--- src/rtl/pipe_accum_pkg.sv ---
// Shared definitions for the pipelined frame accumulator: default sizing
// and the accumulator FSM state encoding.
package pipe_accum_pkg;

    localparam int DEF_DATA_W    = 8;
    localparam int DEF_RES_W     = 16;
    localparam int DEF_STAGES    = 2;
    localparam int DEF_ACC_BEATS = 4;
    localparam int DEF_CNT_W     = $clog2(DEF_ACC_BEATS + 1);

    typedef enum logic [1:0] {
        ST_IDLE  = 2'd0,
        ST_ACCUM = 2'd1,
        ST_HOLD  = 2'd2
    } acc_state_e;

endpackage

--- src/rtl/pipe_accum_if.sv ---
// Beat input and frame-result output bundle of pipe_accum.
// The slave modport is the accumulator side.
interface pipe_accum_if
    import pipe_accum_pkg::*;
#(
    parameter int DATA_W = DEF_DATA_W,
    parameter int RES_W  = DEF_RES_W,
    parameter int CNT_W  = DEF_CNT_W
);

    logic [DATA_W-1:0] in_data;
    logic              in_valid;
    logic              in_last;
    logic              in_ready;
    logic [RES_W-1:0]  result;
    logic [CNT_W-1:0]  result_count;
    logic              result_sat;
    logic              result_valid;
    logic              result_ready;

    modport master (
        output in_data, in_valid, in_last, result_ready,
        input  in_ready, result, result_count, result_sat, result_valid
    );

    modport slave (
        input  in_data, in_valid, in_last, result_ready,
        output in_ready, result, result_count, result_sat, result_valid
    );

endinterface

--- src/rtl/pipe_stage.sv ---
// Full-throughput elastic register slice: accepts whenever empty or when
// the downstream side is taking the current word in the same cycle.
module pipe_stage #(
    parameter int W = 9
) (
    input  logic         clk,
    input  logic         rst_n,
    input  logic         valid_i,
    input  logic [W-1:0] data_i,
    output logic         ready_o,
    output logic         valid_o,
    output logic [W-1:0] data_o,
    input  logic         ready_i
);

    logic         valid_q;
    logic [W-1:0] data_q;

    assign ready_o = !valid_q || ready_i;
    assign valid_o = valid_q;
    assign data_o  = data_q;

    always_ff @(posedge clk or negedge rst_n) begin
        if (!rst_n) begin
            valid_q <= 1'b0;
            data_q  <= '0;
        end else if (ready_o) begin
            valid_q <= valid_i;
            if (valid_i) begin
                data_q <= data_i;
            end
        end
    end

endmodule

--- src/rtl/pipe_accum.sv ---
// Frame accumulator: STAGES elastic slices feed a saturating adder that
// closes a frame on in_last or after ACC_BEATS beats and holds the result.
module pipe_accum
    import pipe_accum_pkg::*;
#(
    parameter int DATA_W    = DEF_DATA_W,
    parameter int RES_W     = DEF_RES_W,
    parameter int STAGES    = DEF_STAGES,
    parameter int ACC_BEATS = DEF_ACC_BEATS
) (
    input  logic        clk,
    input  logic        rst_n,
    pipe_accum_if.slave bus
);

    localparam int CNT_W = $clog2(ACC_BEATS + 1);
    localparam int PW    = DATA_W + 1;

    acc_state_e       state_q;
    logic [RES_W-1:0] acc_q;
    logic [CNT_W-1:0] cnt_q;
    logic             sat_q;
    logic             run_q;

    logic             acc_ready;
    logic             head_valid;
    logic [PW-1:0]    head_data;

    // Each slice owns its own nets so the ready chain stays a plain
    // combinational path rather than a self-referencing vector.
    for (genvar i = 0; i < STAGES; i++) begin : g_stage
        logic          vld_in, rdy_in, vld, rdy;
        logic [PW-1:0] dat_in, dat;

        if (i == 0) begin : g_first
            assign vld_in = bus.in_valid & run_q;
            assign dat_in = {bus.in_last, bus.in_data};
        end else begin : g_mid
            assign vld_in = g_stage[i-1].vld;
            assign dat_in = g_stage[i-1].dat;
        end

        if (i == STAGES - 1) begin : g_tail
            assign rdy_in = acc_ready;
        end else begin : g_body
            assign rdy_in = g_stage[i+1].rdy;
        end

        pipe_stage #(.W(PW)) u_stage (
            .clk     (clk),
            .rst_n   (rst_n),
            .valid_i (vld_in),
            .data_i  (dat_in),
            .ready_o (rdy),
            .valid_o (vld),
            .data_o  (dat),
            .ready_i (rdy_in)
        );
    end

    assign head_valid   = g_stage[STAGES-1].vld;
    assign head_data    = g_stage[STAGES-1].dat;
    assign bus.in_ready = g_stage[0].rdy & run_q;
    assign acc_ready    = (state_q != ST_HOLD);

    logic             absorb;
    logic             beat_last;
    logic [RES_W-1:0] beat_ext;
    logic [RES_W:0]   sum_d;
    logic [CNT_W-1:0] cnt_inc;

    always_comb begin
        absorb    = head_valid && acc_ready;
        beat_last = head_data[DATA_W];
        beat_ext  = RES_W'(head_data[DATA_W-1:0]);
        sum_d     = {1'b0, acc_q} + {1'b0, beat_ext};
        cnt_inc   = cnt_q + CNT_W'(1);
    end

    always_ff @(posedge clk or negedge rst_n) begin
        if (!rst_n) begin
            state_q <= ST_IDLE;
            acc_q   <= '0;
            cnt_q   <= '0;
            sat_q   <= 1'b0;
            run_q   <= 1'b0;
        end else begin
            run_q <= 1'b1;
            case (state_q)
                ST_IDLE: begin
                    if (absorb) begin
                        acc_q   <= beat_ext;
                        cnt_q   <= CNT_W'(1);
                        sat_q   <= 1'b0;
                        state_q <= (beat_last || ACC_BEATS == 1) ? ST_HOLD : ST_ACCUM;
                    end
                end
                ST_ACCUM: begin
                    if (absorb) begin
                        if (sum_d[RES_W]) begin
                            acc_q <= '1;
                            sat_q <= 1'b1;
                        end else begin
                            acc_q <= sum_d[RES_W-1:0];
                        end
                        cnt_q <= cnt_inc;
                        if (beat_last || cnt_inc == CNT_W'(ACC_BEATS)) begin
                            state_q <= ST_HOLD;
                        end
                    end
                end
                ST_HOLD: begin
                    if (bus.result_ready) begin
                        state_q <= ST_IDLE;
                    end
                end
                default: state_q <= ST_IDLE;
            endcase
        end
    end

    assign bus.result       = acc_q;
    assign bus.result_count = cnt_q;
    assign bus.result_sat   = sat_q;
    assign bus.result_valid = (state_q == ST_HOLD);

endmodule

--- src/flat_wrapper.sv ---
// flat-port wrapper written by rule: the top's interface ports become plain ports
module pipe_accum_flat import pipe_accum_pkg::*;
#(
    parameter int DATA_W    = DEF_DATA_W,
    parameter int RES_W     = DEF_RES_W,
    parameter int STAGES    = DEF_STAGES,
    parameter int ACC_BEATS = DEF_ACC_BEATS
)
  (clk, rst_n, bus_in_data, bus_in_valid, bus_in_last, bus_result_ready, bus_in_ready, bus_result, bus_result_count, bus_result_sat, bus_result_valid);
  pipe_accum_if #(.DATA_W(DATA_W), .RES_W(RES_W), .CNT_W(3)) bus_i ();
  input  logic clk;
  input  logic rst_n;
  input wire logic [$bits(bus_i.in_data)-1:0] bus_in_data;
  input wire logic [$bits(bus_i.in_valid)-1:0] bus_in_valid;
  input wire logic [$bits(bus_i.in_last)-1:0] bus_in_last;
  input wire logic [$bits(bus_i.result_ready)-1:0] bus_result_ready;
  output wire logic [$bits(bus_i.in_ready)-1:0] bus_in_ready;
  output wire logic [$bits(bus_i.result)-1:0] bus_result;
  output wire logic [$bits(bus_i.result_count)-1:0] bus_result_count;
  output wire logic [$bits(bus_i.result_sat)-1:0] bus_result_sat;
  output wire logic [$bits(bus_i.result_valid)-1:0] bus_result_valid;
  assign bus_i.in_data = bus_in_data;
  assign bus_i.in_valid = bus_in_valid;
  assign bus_i.in_last = bus_in_last;
  assign bus_i.result_ready = bus_result_ready;
  assign bus_in_ready = bus_i.in_ready;
  assign bus_result = bus_i.result;
  assign bus_result_count = bus_i.result_count;
  assign bus_result_sat = bus_i.result_sat;
  assign bus_result_valid = bus_i.result_valid;
  pipe_accum #(.DATA_W(DATA_W), .RES_W(RES_W), .STAGES(STAGES), .ACC_BEATS(ACC_BEATS)) u_core (.clk(clk), .rst_n(rst_n), .bus(bus_i));
endmodule
--- config.mk ---
export PLATFORM = sky130hd
export DESIGN_NAME = pipe_accum_flat
export DESIGN_NICKNAME = d
export VERILOG_FILES = /design/src/rtl/pipe_accum_pkg.sv /design/src/rtl/pipe_accum_if.sv /design/src/rtl/pipe_stage.sv /design/src/rtl/pipe_accum.sv /design/src/flat_wrapper.sv
export SDC_FILE = /design/constraint.sdc
export NUM_CORES = 1
export LEC_CHECK = 0
export ABC_AREA = 1
export CAP_MARGIN = 20
export CORE_ASPECT_RATIO = 1.1
export CORE_MARGIN = 2
export CORE_UTILIZATION = 55
export CTS_CLUSTER_SIZE = 14
export DETAILED_ROUTE_END_ITERATION = 16
export PLACE_DENSITY = 0.8
export REMOVE_ABC_BUFFERS = 1
export SYNTH_ARGS = -nofsm -noshare
export SYNTH_HDL_FRONTEND = slang
export SYNTH_HIERARCHICAL = 1
export SYNTH_SLANG_ARGS = --single-unit
--- constraint.sdc ---
create_clock -name clk -period 2.15 [get_ports clk]
set_clock_uncertainty 0.1 [all_clocks]
set_input_delay 0.3225 -clock clk [delete_from_list [all_inputs] [get_ports clk]]
set_output_delay 0.3225 -clock clk [all_outputs]
set_load 0.05 [all_outputs]
==> results.md, run 1 <==
* Status: completed
* Total chip power at about 3.7 mW
* DP Wirelength at 4769 um
* Min Clock Period, post-route at 2070 ps
* Area contributors post-synth: dfrtp_1 38%, nand2_1 20%, nand3_2 6.0%, inv_1 5.7%, nand3_1 4.9%
* Share of flip-flops with an asynchronous set or reset at 100.0%
* IO buf count at 34
* Yosys synthesis warning count at 6
* Worst VDD drop at 551.6 uV
* Drt total wl at 6128 um
* Die ar. at 0.005756 mm2
* Design area at roughly 0.0033 mm2
* Area after DPL at 0.003213 mm2
* Initial antenna violation count at 0
* Global-route wire length before repair at 10820 um
* CP Class: flop to primary output
* Met2 Usage GRT at between 40% and 50%
* Starting density of the core at a little under three fifths
* Worst Tran Pin Value at roughly 680 ps
* Fmax at 0.4831 GHz
* Row count at 27
* Max FO, Critical Path at 8
* Hold WC Path Type: input pin to async pin
* R2R cell count at 10
* Layout cells sized above 1 at 13.06%
* M3 GR Usage at 4.040%
* Max Cap Viol at 0
* Xor/xnor cell area share of the yosys netlist at 1.233%
* Simple-gate share of the synthesized area at between 40% and 50%
* Die Span Y at 79.37 um
* Crit path required time at between 1500 and 2000 ps
* Wire per inst at 12.79 um
* Reg2Reg Capture Point: u_core/bus.result[2]$_DFFE_PN0P_
* FILL cells at between 400 and 500
* Busiest grt layer: met2
* Largest net degree at the start of global routing at 23
* Power density cells at 1096 mW/mm2
* Slowest cell on the critical path: clkdlybuf4s50_1
* Worst R2R Setup Slack at 190 ps
* Worst rel slew slack at 54.54%
* Total core area at 0.005000 mm2
* Synth Register Bits at 43
* Count of cell types in the netlist at 34
* Syn-to-layout area delta at 17.49%
* Syn_area_per_cell at 7.514 um2
* Mux cell area share after synthesis at 0%
* Antenna-violating nets left at 0
* Syn Std Cell Area at 0.002840 mm2
* TritonCTS Buffers at 5
* DRC Markers at 0
* Cell taking the most area after synthesis: dfrtp_1
* Vias post-DR at between 2000 and 3000
* Die X at between 70 and 80 um
* Clk sink count at 43
* I/O pins at 35
* CTS HTree Levels at 2
* Worst Path Buf+Inv at 1
* Critical Path AT at 1650 ps
* Congestion Overflow GR at 0
* Largest family of logic cells by synthesized area: simple AND/OR/NAND/NOR gates
* Final hold vios at 0
* Final Cycle Share at between 90% and 100%
* CP cell instances: clkdlybuf4s50_1
* Setup crit end kind: primary output
* Dominant synthesized flop cell: dfrtp_1
* CP startpoint kind: flop
* Fin. max-slew vios at 0
* Gate count after technology mapping at 378
* RSZ-0062 raised after global routing: no
* Yosys top cell area share at 37.89%
* Initial DRT Pass Iterations at 4
* Min Hold Slack at between 300 and 400 ps
* R2r startpoint: u_core/bus.result[0]$_DFFE_PN0P_
* CTS tree: built
* EDFF count, synth at 0
* Delay-heaviest family, CP: buffers and inverters
* Worst-case clock buffer depth at 2
* Via-per-instance ratio at about 5.3
* Cells after DPL at 468
* Seq/Total Area, Yosys at 37.89%
* Largest stage delay on the critical path at 860 ps
* Adder-cell area share of the yosys netlist at 5.110%
* M1 GR Usage at 28.82%
* RD Place Congestion at 0.8832
* Number of global-route vias before repair at between 2000 and 2500
* Layout Utilization at 66.74%
* Final setup vio count at 0
* Clock Latency Late Sink at 290 ps
* Initial DRC Count at 130
* Leak pwr at between 1.5 and 2 nW
* CTS clk-pin slew, worst paths at about 80 ps
* GRT Overall Usage at 23.78%
* Post-Layout Cell Count at around 480
* ANT cells at 0
* Root Driver: clkbuf_8
* Final nets at 444
* Compound-Gate Fraction of Synth Area at 4.493%
[metrics by stage]
| step | TNS, ps | worst slack [ps] |
|---|---|---|
| after global placement | 0 | 201.9 |
| after detailed placement | 0 | 140.7 |
| after CTS | 0 | 11.37 |
| after floorplan | -103.5 | -103.5 |
| final | 0 | 80.23 |
| after global routing | 0 | 25.30 |
[routing by layer]
layer  up-vias  wire [um]
met2        69       3232
li1       1262          -
met4         0        105
met1      1177       2527
met5         -          0
met3         8        264
[flip-flops by register name, indices dropped and copies added, names as in the netlist]
name and cells:
u_core/g_stage.u_stage/data_o 18, u_core/g_stage.u_stage/valid_o 2, u_core/bus.result 16, u_core/bus.result_sat 1, u_core/run_q 1, u_core/state_q 2, u_core/bus.result_count 3
[area by class of cell]
type | instances | area (um2) | share of cell area, %
multi-input cells | 282 | 1510 | 45.26
repair buffers | 43 | 412.9 | 12.37
inverters | 45 | 168.9 | 5.062
well taps | 58 | 72.57 | 2.175
clock inverters | 1 | 8.758 | 0.2625
flip-flops and latches | 43 | 1077 | 32.28
clock buffers | 7 | 86.33 | 2.587
[cells by family after synthesis]
logic type / count (synthesis)
other: 1
adder cells (fa/ha/maj): 11
XOR/XNOR: 4
AND/OR/NAND/NOR: 246
buffers and inverters: 53
AO/OA/AOI/OAI: 20
flip-flops: 43
[repair_timing]
item | 4_1_cts | 5_1_grt
hold buffers | 1 | 0
cloned | 0 | 0
setup endpoints to repair | 1 | 5
resized for setup | 1 | 1
hold endpoints to repair | 11 | 0
buffers inserted | 1 | 1
pin swaps | 0 | 1
[Yosys cell counts, types with 3 or more instances]
library cell  instances
nand3b_1              5
nand3_2              17
nand3_1              28
o21ai_0               5
dfrtp_1              43
ha_1                 10
nand2_4               6
a21oi_1               3
a21o_1                3
nor2_1               25
nor2_4                3
nand2_1             152
o21ai_1               3
inv_1                43
buf_6                 3
xnor2_1               3
[report_power, final]
part / leakage [nW] / switching [mW] / internal, mW
logic: 1.21 / 1.25 / 0.676
clock network: 0.0484 / 0.275 / 0.264
registers: 0.552 / 0.194 / 1.00
[worst max path at each step]
| stage | start | to | slack (ps) | cells after the start |
|---|---|---|---|---|
| floorplan | u_core/state_q[0]$_DFFE_PN0P_ | bus_in_ready | -100 | 8 |
| global placement | u_core/bus.result[0]$_DFFE_PN0P_ | u_core/bus.result[5]$_DFFE_PN0P_ | 200 | 10 |
| detailed placement | u_core/bus.result[0]$_DFFE_PN0P_ | u_core/bus.result[5]$_DFFE_PN0P_ | 140 | 10 |
| CTS | u_core/state_q[1]$_DFFE_PN0P_ | bus_in_ready | 10 | 10 |
| global route | u_core/state_q[1]$_DFFE_PN0P_ | bus_in_ready | 30 | 10 |
| finish | u_core/bus.result[8]$_DFFE_PN0P_ | bus_result[8] | 80 | 1 |
[layout by cell type, fill, tap and decap left out, drive strengths merged, types with 7 or more instances in the layout]
cell	instances
buf	11
clkbuf	7
clkdlybuf4s50	31
dfrtp	43
ha	10
inv	45
nand2	159
nand3	46
nor2	30
o21ai	8
No activity file was read; power rests on OpenSTA's default activity.
==> inputs of run 2 (changes only) <==
- CTS_BUF_LIST: default -> sky130_fd_sc_hd__clkbuf_8
==> run 2 against run 1 <==
Critical path depth unchanged. Combinational power about the same. Highest routed layer unchanged. Critical path type unchanged. Final cell count stayed put. Largest power group unchanged. Sequential share of layout area unchanged. Worst hold slack hardly changed. Critical endpoint unchanged. Worst setup slack improved by 8.9 ps. Sequential power is essentially flat. Power fell by 0.28%.
==> results.md, run 2 (same netlist as run 1, synthesis figures left out) <==
* Cells after DPL at 468 (unchanged)
* Fin. max-slew vios at 0 (unchanged)
* IO buf count at 34 (unchanged)
* Total core area at 0.005000 mm2 (unchanged)
* Setup crit end kind: primary output (unchanged)
* RD Place Congestion at 0.8832 (unchanged)
* Worst rel slew slack at 54.55% (was 54.54%)
* CTS clk-pin slew, worst paths at 80 ps (about the same)
* CTS HTree Levels at 2 (unchanged)
* Clock Latency Late Sink at 290 ps (about the same)
* Die X at 72.52 um (unchanged)
* Global-route wire length before repair at 10820 um (unchanged)
* Register area at 0.001077 mm2 (unchanged)
* Starting density of the core at 56.81% (unchanged)
* Worst R2R Setup Slack at 180 ps (was 190 ps)
* Number of flip-flops in the largest register at 18 (unchanged)
* Worst Tran Pin Value at 681.0 ps (was 681.2 ps)
* Fmax at 0.4852 GHz (was 0.4831 GHz)
* Area after DPL at 0.003213 mm2 (unchanged)
* Row count at 27 (unchanged)
* Most common cell after layout, fill and taps aside: nand2_1 (unchanged)
* Min Hold Slack at 354.8 ps (was 354.3 ps)
* Busiest grt layer: met2 (unchanged)
* Leak pwr at 1.816 nW (was 1.812 nW)
* R2R cell count at 10 (unchanged)
* Multi-input logic area at 0.001510 mm2 (unchanged)
* M1 GR Usage at 28.82% (unchanged)
* Root Driver: clkbuf_8 (unchanged)
* Hold WC Path Type: input pin to async pin (unchanged)
* Design area at 0.003337 mm2 (unchanged)
* Worst VDD drop at 550.2 uV (was 551.6 uV)
* Reg2Reg Capture Point: u_core/bus.result[2]$_DFFE_PN0P_ (unchanged)
* Drt total wl at 6115 um (was 6128 um)
* Syn-to-layout area delta at 17.49% (unchanged)
* Crit path required time at 1730 ps (about the same)
* Worst-case clock buffer depth at 2 (unchanged)
* Largest net degree at the start of global routing at 23 (unchanged)
* R2r startpoint: u_core/bus.result[0]$_DFFE_PN0P_ (unchanged)
* Layout cells sized above 1 at 13.06% (unchanged)
* Number of global-route vias before repair at 2433 (unchanged)
* CP Class: flop to primary output (unchanged)
* Final nets at 444 (unchanged)
* Wire per inst at 12.77 um (was 12.79 um)
* Largest stage delay on the critical path at 860 ps (about the same)
* DP Wirelength at 4769 um (unchanged)
* Post-Layout Cell Count at 479 (unchanged)
* Status: completed (unchanged)
* Initial DRC Count at 134 (was 130)
* FILL cells at 431 (unchanged)
* Power density cells at 1093 mW/mm2 (was 1096 mW/mm2)
* Worst Path Buf+Inv at 1 (unchanged)
* ANT cells at 0 (unchanged)
* Most frequent cells in the layout: 152 x nand2_1, 44 x inv_1, 42 x dfrtp_1, 31 x clkdlybuf4s50_1, 28 x nand3_1 (was 152 x nand2_1, 43 x inv_1, 42 x dfrtp_1, 31 x clkdlybuf4s50_1, 28 x nand3_1)
* Final hold vios at 0 (unchanged)
* CP cell instances: clkdlybuf4s50_1 (unchanged)
* DRC Markers at 0 (unchanged)
* TritonCTS Buffers at 5 (unchanged)
* RSZ-0062 raised after global routing: no (unchanged)
* Die ar. at 0.005756 mm2 (unchanged)
* Via-per-instance ratio at 5.259 (was 5.253)
* Max FO, Critical Path at 8 (unchanged)
* Total chip power at 3.648 mW (was 3.658 mW)
* Antenna-violating nets left at 0 (unchanged)
* Slowest cell on the critical path: clkdlybuf4s50_1 (unchanged)
* M3 GR Usage at 4.040% (unchanged)
* Final Cycle Share at 95.86% (was 96.27%)
* Initial antenna violation count at 0 (unchanged)
* Critical Path AT at 1640 ps (was 1650 ps)
* Congestion Overflow GR at 0 (unchanged)
* Vias post-DR at 2519 (was 2516)
* I/O pins at 35 (unchanged)
* CP startpoint kind: flop (unchanged)
* Final setup vio count at 0 (unchanged)
* Die Span Y at 79.37 um (unchanged)
* Max Cap Viol at 0 (unchanged)
* Fin Setup TNS at 0 ps (unchanged)
* Initial DRT Pass Iterations at 4 (unchanged)
* Clk sink count at 43 (unchanged)
* Delay-heaviest family, CP: buffers and inverters (unchanged)
* Met2 Usage GRT at 42.75% (unchanged)
* Min Clock Period, post-route at 2061 ps (was 2070 ps)
* GRT Overall Usage at 23.78% (unchanged)
* CTS tree: built (unchanged)
run 2: cell types whose count changed in the layout (fill, tap and decap cells not counted), sizes merged:
cell | before | now
clkbuf | 7 | 6
inv | 45 | 46
run 2: cell type report:
type | instances | share of cell area, %
multi-input combinational | 282 | 45.26
clock buffer | 6 | 2.475
sequential | 43 | 32.28
timing repair buffer | 43 | 12.37
clock inverter | 2 | 0.3750
tap | 58 | 2.175
inverter | 45 | 5.062
run 2: worst max path at each step:
| stage | start | endpoint | slack (ps) | cells past startpoint |
|---|---|---|---|---|
| 6_report | u_core/bus.result[8]$_DFFE_PN0P_ | bus_result[8] | 90 | 1 |
| 5_1_grt | u_core/state_q[1]$_DFFE_PN0P_ | bus_in_ready | 30 | 10 |
| 4_1_cts | u_core/state_q[1]$_DFFE_PN0P_ | bus_in_ready | 10 | 10 |
| 3_5_place_dp | u_core/bus.result[0]$_DFFE_PN0P_ | u_core/bus.result[5]$_DFFE_PN0P_ | 140 | 10 |
| 3_3_place_gp | u_core/bus.result[0]$_DFFE_PN0P_ | u_core/bus.result[5]$_DFFE_PN0P_ | 200 | 10 |
| 2_1_floorplan | u_core/state_q[0]$_DFFE_PN0P_ | bus_in_ready | -100 | 8 |
run 2: where the power goes:
group | total (mW) | internal, mW | switching, mW
sequential | 1.20 | 1.00 | 0.194
clock | 0.531 | 0.259 | 0.272
combinational | 1.92 | 0.676 | 1.24
run 2: through the flow:
step                      utilization [%]  worst slack, ps
after floorplan                         -           -103.5
after global placement              64.26            201.9
after detailed placement            64.26            140.7
after CTS                           66.54            11.37
after global routing                66.74            25.30
final                               66.74            89.10
run 2: routing by layer:
layer  wire length, um  vias to the layer above
met3               283                        8
li1                  -                     1261
met1              2485                     1182
met5                 0                        -
met4               105                        0
met2              3241                       68
run 2: timing repair:
| item | in CTS | in global routing |
|---|---|---|
| hold buffers | 1 | 0 |
| hold endpoints to repair | 11 | 0 |
| pin swaps | 0 | 1 |
| gates resized for setup | 1 | 1 |
| buffers inserted | 1 | 1 |
| endpoints found under the setup margin | 1 | 5 |
==> inputs of run 3 (changes only) <==
- CORE_UTILIZATION: 55 -> 25
- PLACE_DENSITY: 0.8 -> 0.43
==> run 3 against run 2 <==
Largest power group unchanged. Sequential share of layout area is 0.79 points lower. Die area grew 110%. Worst hold slack got worse by 350 ps. Via count down 6.3%. Worst setup slack worse by 1.0 ps.
==> results.md, run 3 (same netlist as run 1, synthesis figures left out) <==
* Status: completed (unchanged)
* Hold buffers post-CTS at 0 (was 1)
* CTS HTree Levels at 2 (unchanged)
* Initial antenna violation count at 0 (unchanged)
* Wire per inst at 11.79 um (was 12.77 um)
* Max FO, Critical Path at 8 (unchanged)
* Crit path required time at 1730 ps (about the same)
* Worst VDD drop at 327.2 uV (was 550.2 uV)
* Final Cycle Share at 95.90% (was 95.86%)
* Final setup vio count at 0 (unchanged)
* CP startpoint kind: flop (unchanged)
* Vias post-DR at 2360 (was 2519)
* Internal Dissipation at 1.897 mW (was 1.937 mW)
* Worst Path Buf+Inv at 1 (unchanged)
* GRT Overall Usage at 11.61% (was 23.78%)
* RSZ-0062 raised after global routing: yes (was no)
* Clock Power Share at 14.4% (was 14.6%)
* Power density cells at 1060 mW/mm2 (was 1093 mW/mm2)
* Via-per-instance ratio at 4.177 (was 5.259)
* Initial DRT Pass Iterations at 4 (unchanged)
* Most frequent cells in the layout: 152 x nand2_1, 43 x inv_1, 42 x dfrtp_1, 30 x clkdlybuf4s50_1, 28 x nand3_1 (was 152 x nand2_1, 44 x inv_1, 42 x dfrtp_1, 31 x clkdlybuf4s50_1, 28 x nand3_1)
* Final nets at 442 (was 444)
* Largest stage delay on the critical path at 850 ps (was 860 ps)
* Post-Layout Cell Count at 565 (was 479)
* Total core area at 0.01101 mm2 (was 0.005000 mm2)
* Die X at 105.6 um (was 72.52 um)
* Antenna-violating nets left at 0 (unchanged)
* ANT cells at 0 (unchanged)
* Fin. max-slew vios at 0 (unchanged)
* Clk sink count at 43 (unchanged)
* Seq pwr share at 33.3% (was 32.8%)
* Worst-case clock buffer depth at 2 (unchanged)
* Design area at 0.003421 mm2 (was 0.003337 mm2)
* Area after DPL at 0.003324 mm2 (was 0.003213 mm2)
* CP cell instances: clkdlybuf4s50_1 (unchanged)
* Combinational fraction of design power at 52.2% (was 52.7%)
* Worst rel slew slack at 52.35% (was 54.55%)
* Worst Tran Pin Value at 714.0 ps (was 681.0 ps)
* Sw Share at 47.68% (was 46.90%)
* Max Cap Viol at 0 (unchanged)
* Critical Path AT at 1640 ps (about the same)
* Global-route wire length before repair at 11420 um (was 10820 um)
* Congestion Overflow GR at 0 (unchanged)
* Setup crit end kind: primary output (unchanged)
* I/O pins at 35 (unchanged)
* Die Span Y at 115.8 um (was 79.37 um)
* Layout cells sized above 1 at 12.92% (was 13.06%)
* Leak pwr at 1.816 nW (about the same)
* Row count at 40 (was 27)
* Hold WC Path Type: input pin to async pin (unchanged)
* Initial DRC Count at 85 (was 134)
* IO buf count at 34 (unchanged)
* Root Driver: clkbuf_8 (unchanged)
* Fmax at 0.4850 GHz (was 0.4852 GHz)
* Starting density of the core at 25.80% (was 56.81%)
* Delay-heaviest family, CP: buffers and inverters (unchanged)
* P_sw at 1.728 mW (was 1.711 mW)
* Pre-CTS setup slack at 100.9 ps (was 140.7 ps)
* CP Class: flop to primary output (unchanged)
* Min Clock Period, post-route at 2062 ps (was 2061 ps)
* Worst Slack Setup Final at 88.06 ps (was 89.10 ps)
* DRC Markers at 0 (unchanged)
* CTS clk-pin slew, worst paths at 90 ps (was 80 ps)
* Clock Latency Late Sink at 300 ps (was 290 ps)
* Die ar. at 0.01223 mm2 (was 0.005756 mm2)
* CTS tree: built (unchanged)
* Cells after DPL at 557 (was 468)
* RD Place Congestion at 0.7814 (was 0.8832)
* TritonCTS Buffers at 5 (unchanged)
* Syn-to-layout area delta at 20.44% (was 17.49%)
* Number of flip-flops in the largest register at 18 (unchanged)
* Slowest cell on the critical path: clkdlybuf4s50_1 (unchanged)
* Drt total wl at 6661 um (was 6115 um)
* Number of global-route vias before repair at 2348 (was 2433)
* DP Wirelength at 5088 um (was 4769 um)
* Largest net degree at the start of global routing at 44 (was 23)
* Final hold vios at 0 (unchanged)
* Most common cell after layout, fill and taps aside: nand2_1 (unchanged)
==> run 3: cell types whose count changed in the layout (fill, tap and decap cells not counted) <==
cell             change
buf_4                -1
clkbuf_8             -1
clkdlybuf4s50_1      -1
clkinv_2             +1
dlygate4sd3_1        -1
dlymetal6s2s_1       +1
inv_1                -1
==> run 3: cell type report <==
cell class / count / area [um2]
multi-input combinational: 282 / 1510
clock inverter: 2 / 13.76
timing repair buffer: 41 / 397.9
tap: 147 / 183.9
sequential: 43 / 1077
fill: 1236 / 7590
inverter: 45 / 168.9
clock buffer: 5 / 68.82
==> run 3: power groups by stage <==
| stage | clock [mW] | combinational, mW | sequential [mW] |
|---|---|---|---|
| after detailed placement | 0 | 1.90 | 1.23 |
| after global routing | 0.581 | 2.13 | 1.24 |
| after global placement | 0 | 1.91 | 1.22 |
| after floorplan | 0 | 0.987 | 1.55 |
| final | 0.524 | 1.89 | 1.21 |
| after CTS | 0.551 | 1.91 | 1.22 |
==> run 3: per-layer routing <==
layer  GRT usage [%]  wire length, um
met5               0                0
met4           2.368               49
met3           2.137              209
met2           21.33             3263
met1           14.30             3138
==> run 3: path summary, 6_finish.rpt <==
path                                                                  from                                               to  slack [ps]  cells past startpoint
setup / recovery                         u_core/bus.result[11]$_DFFE_PN0P_                                   bus_result[11]          90                      1
hold / removal                                                       rst_n                 u_core/bus.result[9]$_DFFE_PN0P_         0.9                      2
setup reg to reg                          u_core/bus.result[0]$_DFFE_PN0P_                 u_core/bus.result[5]$_DFFE_PN0P_         160                     10
hold reg to reg            u_core/g_stage[0].u_stage/data_o[5]$_DFFE_PN0P_  u_core/g_stage[0].u_stage/data_o[5]$_DFFE_PN0P_         380                      2
max in group asynchronous                                            rst_n                    u_core/state_q[1]$_DFFE_PN0P_        1520                      2
min in group clk           u_core/g_stage[0].u_stage/data_o[5]$_DFFE_PN0P_  u_core/g_stage[0].u_stage/data_o[5]$_DFFE_PN0P_         380                      2
==> run 3: what timing repair did <==
| item | 4_1_cts | 5_1_grt |
|---|---|---|
| gates resized for setup | 1 | 2 |
| endpoints found under the hold margin | 0 | 0 |
| setup buffers | 0 | 1 |
| endpoints found under the setup margin | 1 | 14 |
==> run 3: per-stage QoR <==
stage / power (mW) / hold WS, ps / util [%] / setup TNS, ps
finish: 3.625 / 0.8802 / 31.07 / 0
CTS: 3.684 / 27.33 / 30.95 / 0
global route: 3.949 / 58.17 / 31.07 / -32.11
global placement: 3.136 / 360.3 / 30.19 / 0
detailed placement: 3.138 / 357.9 / 30.19 / 0
floorplan: 2.541 / -73.09 / - / -103.5
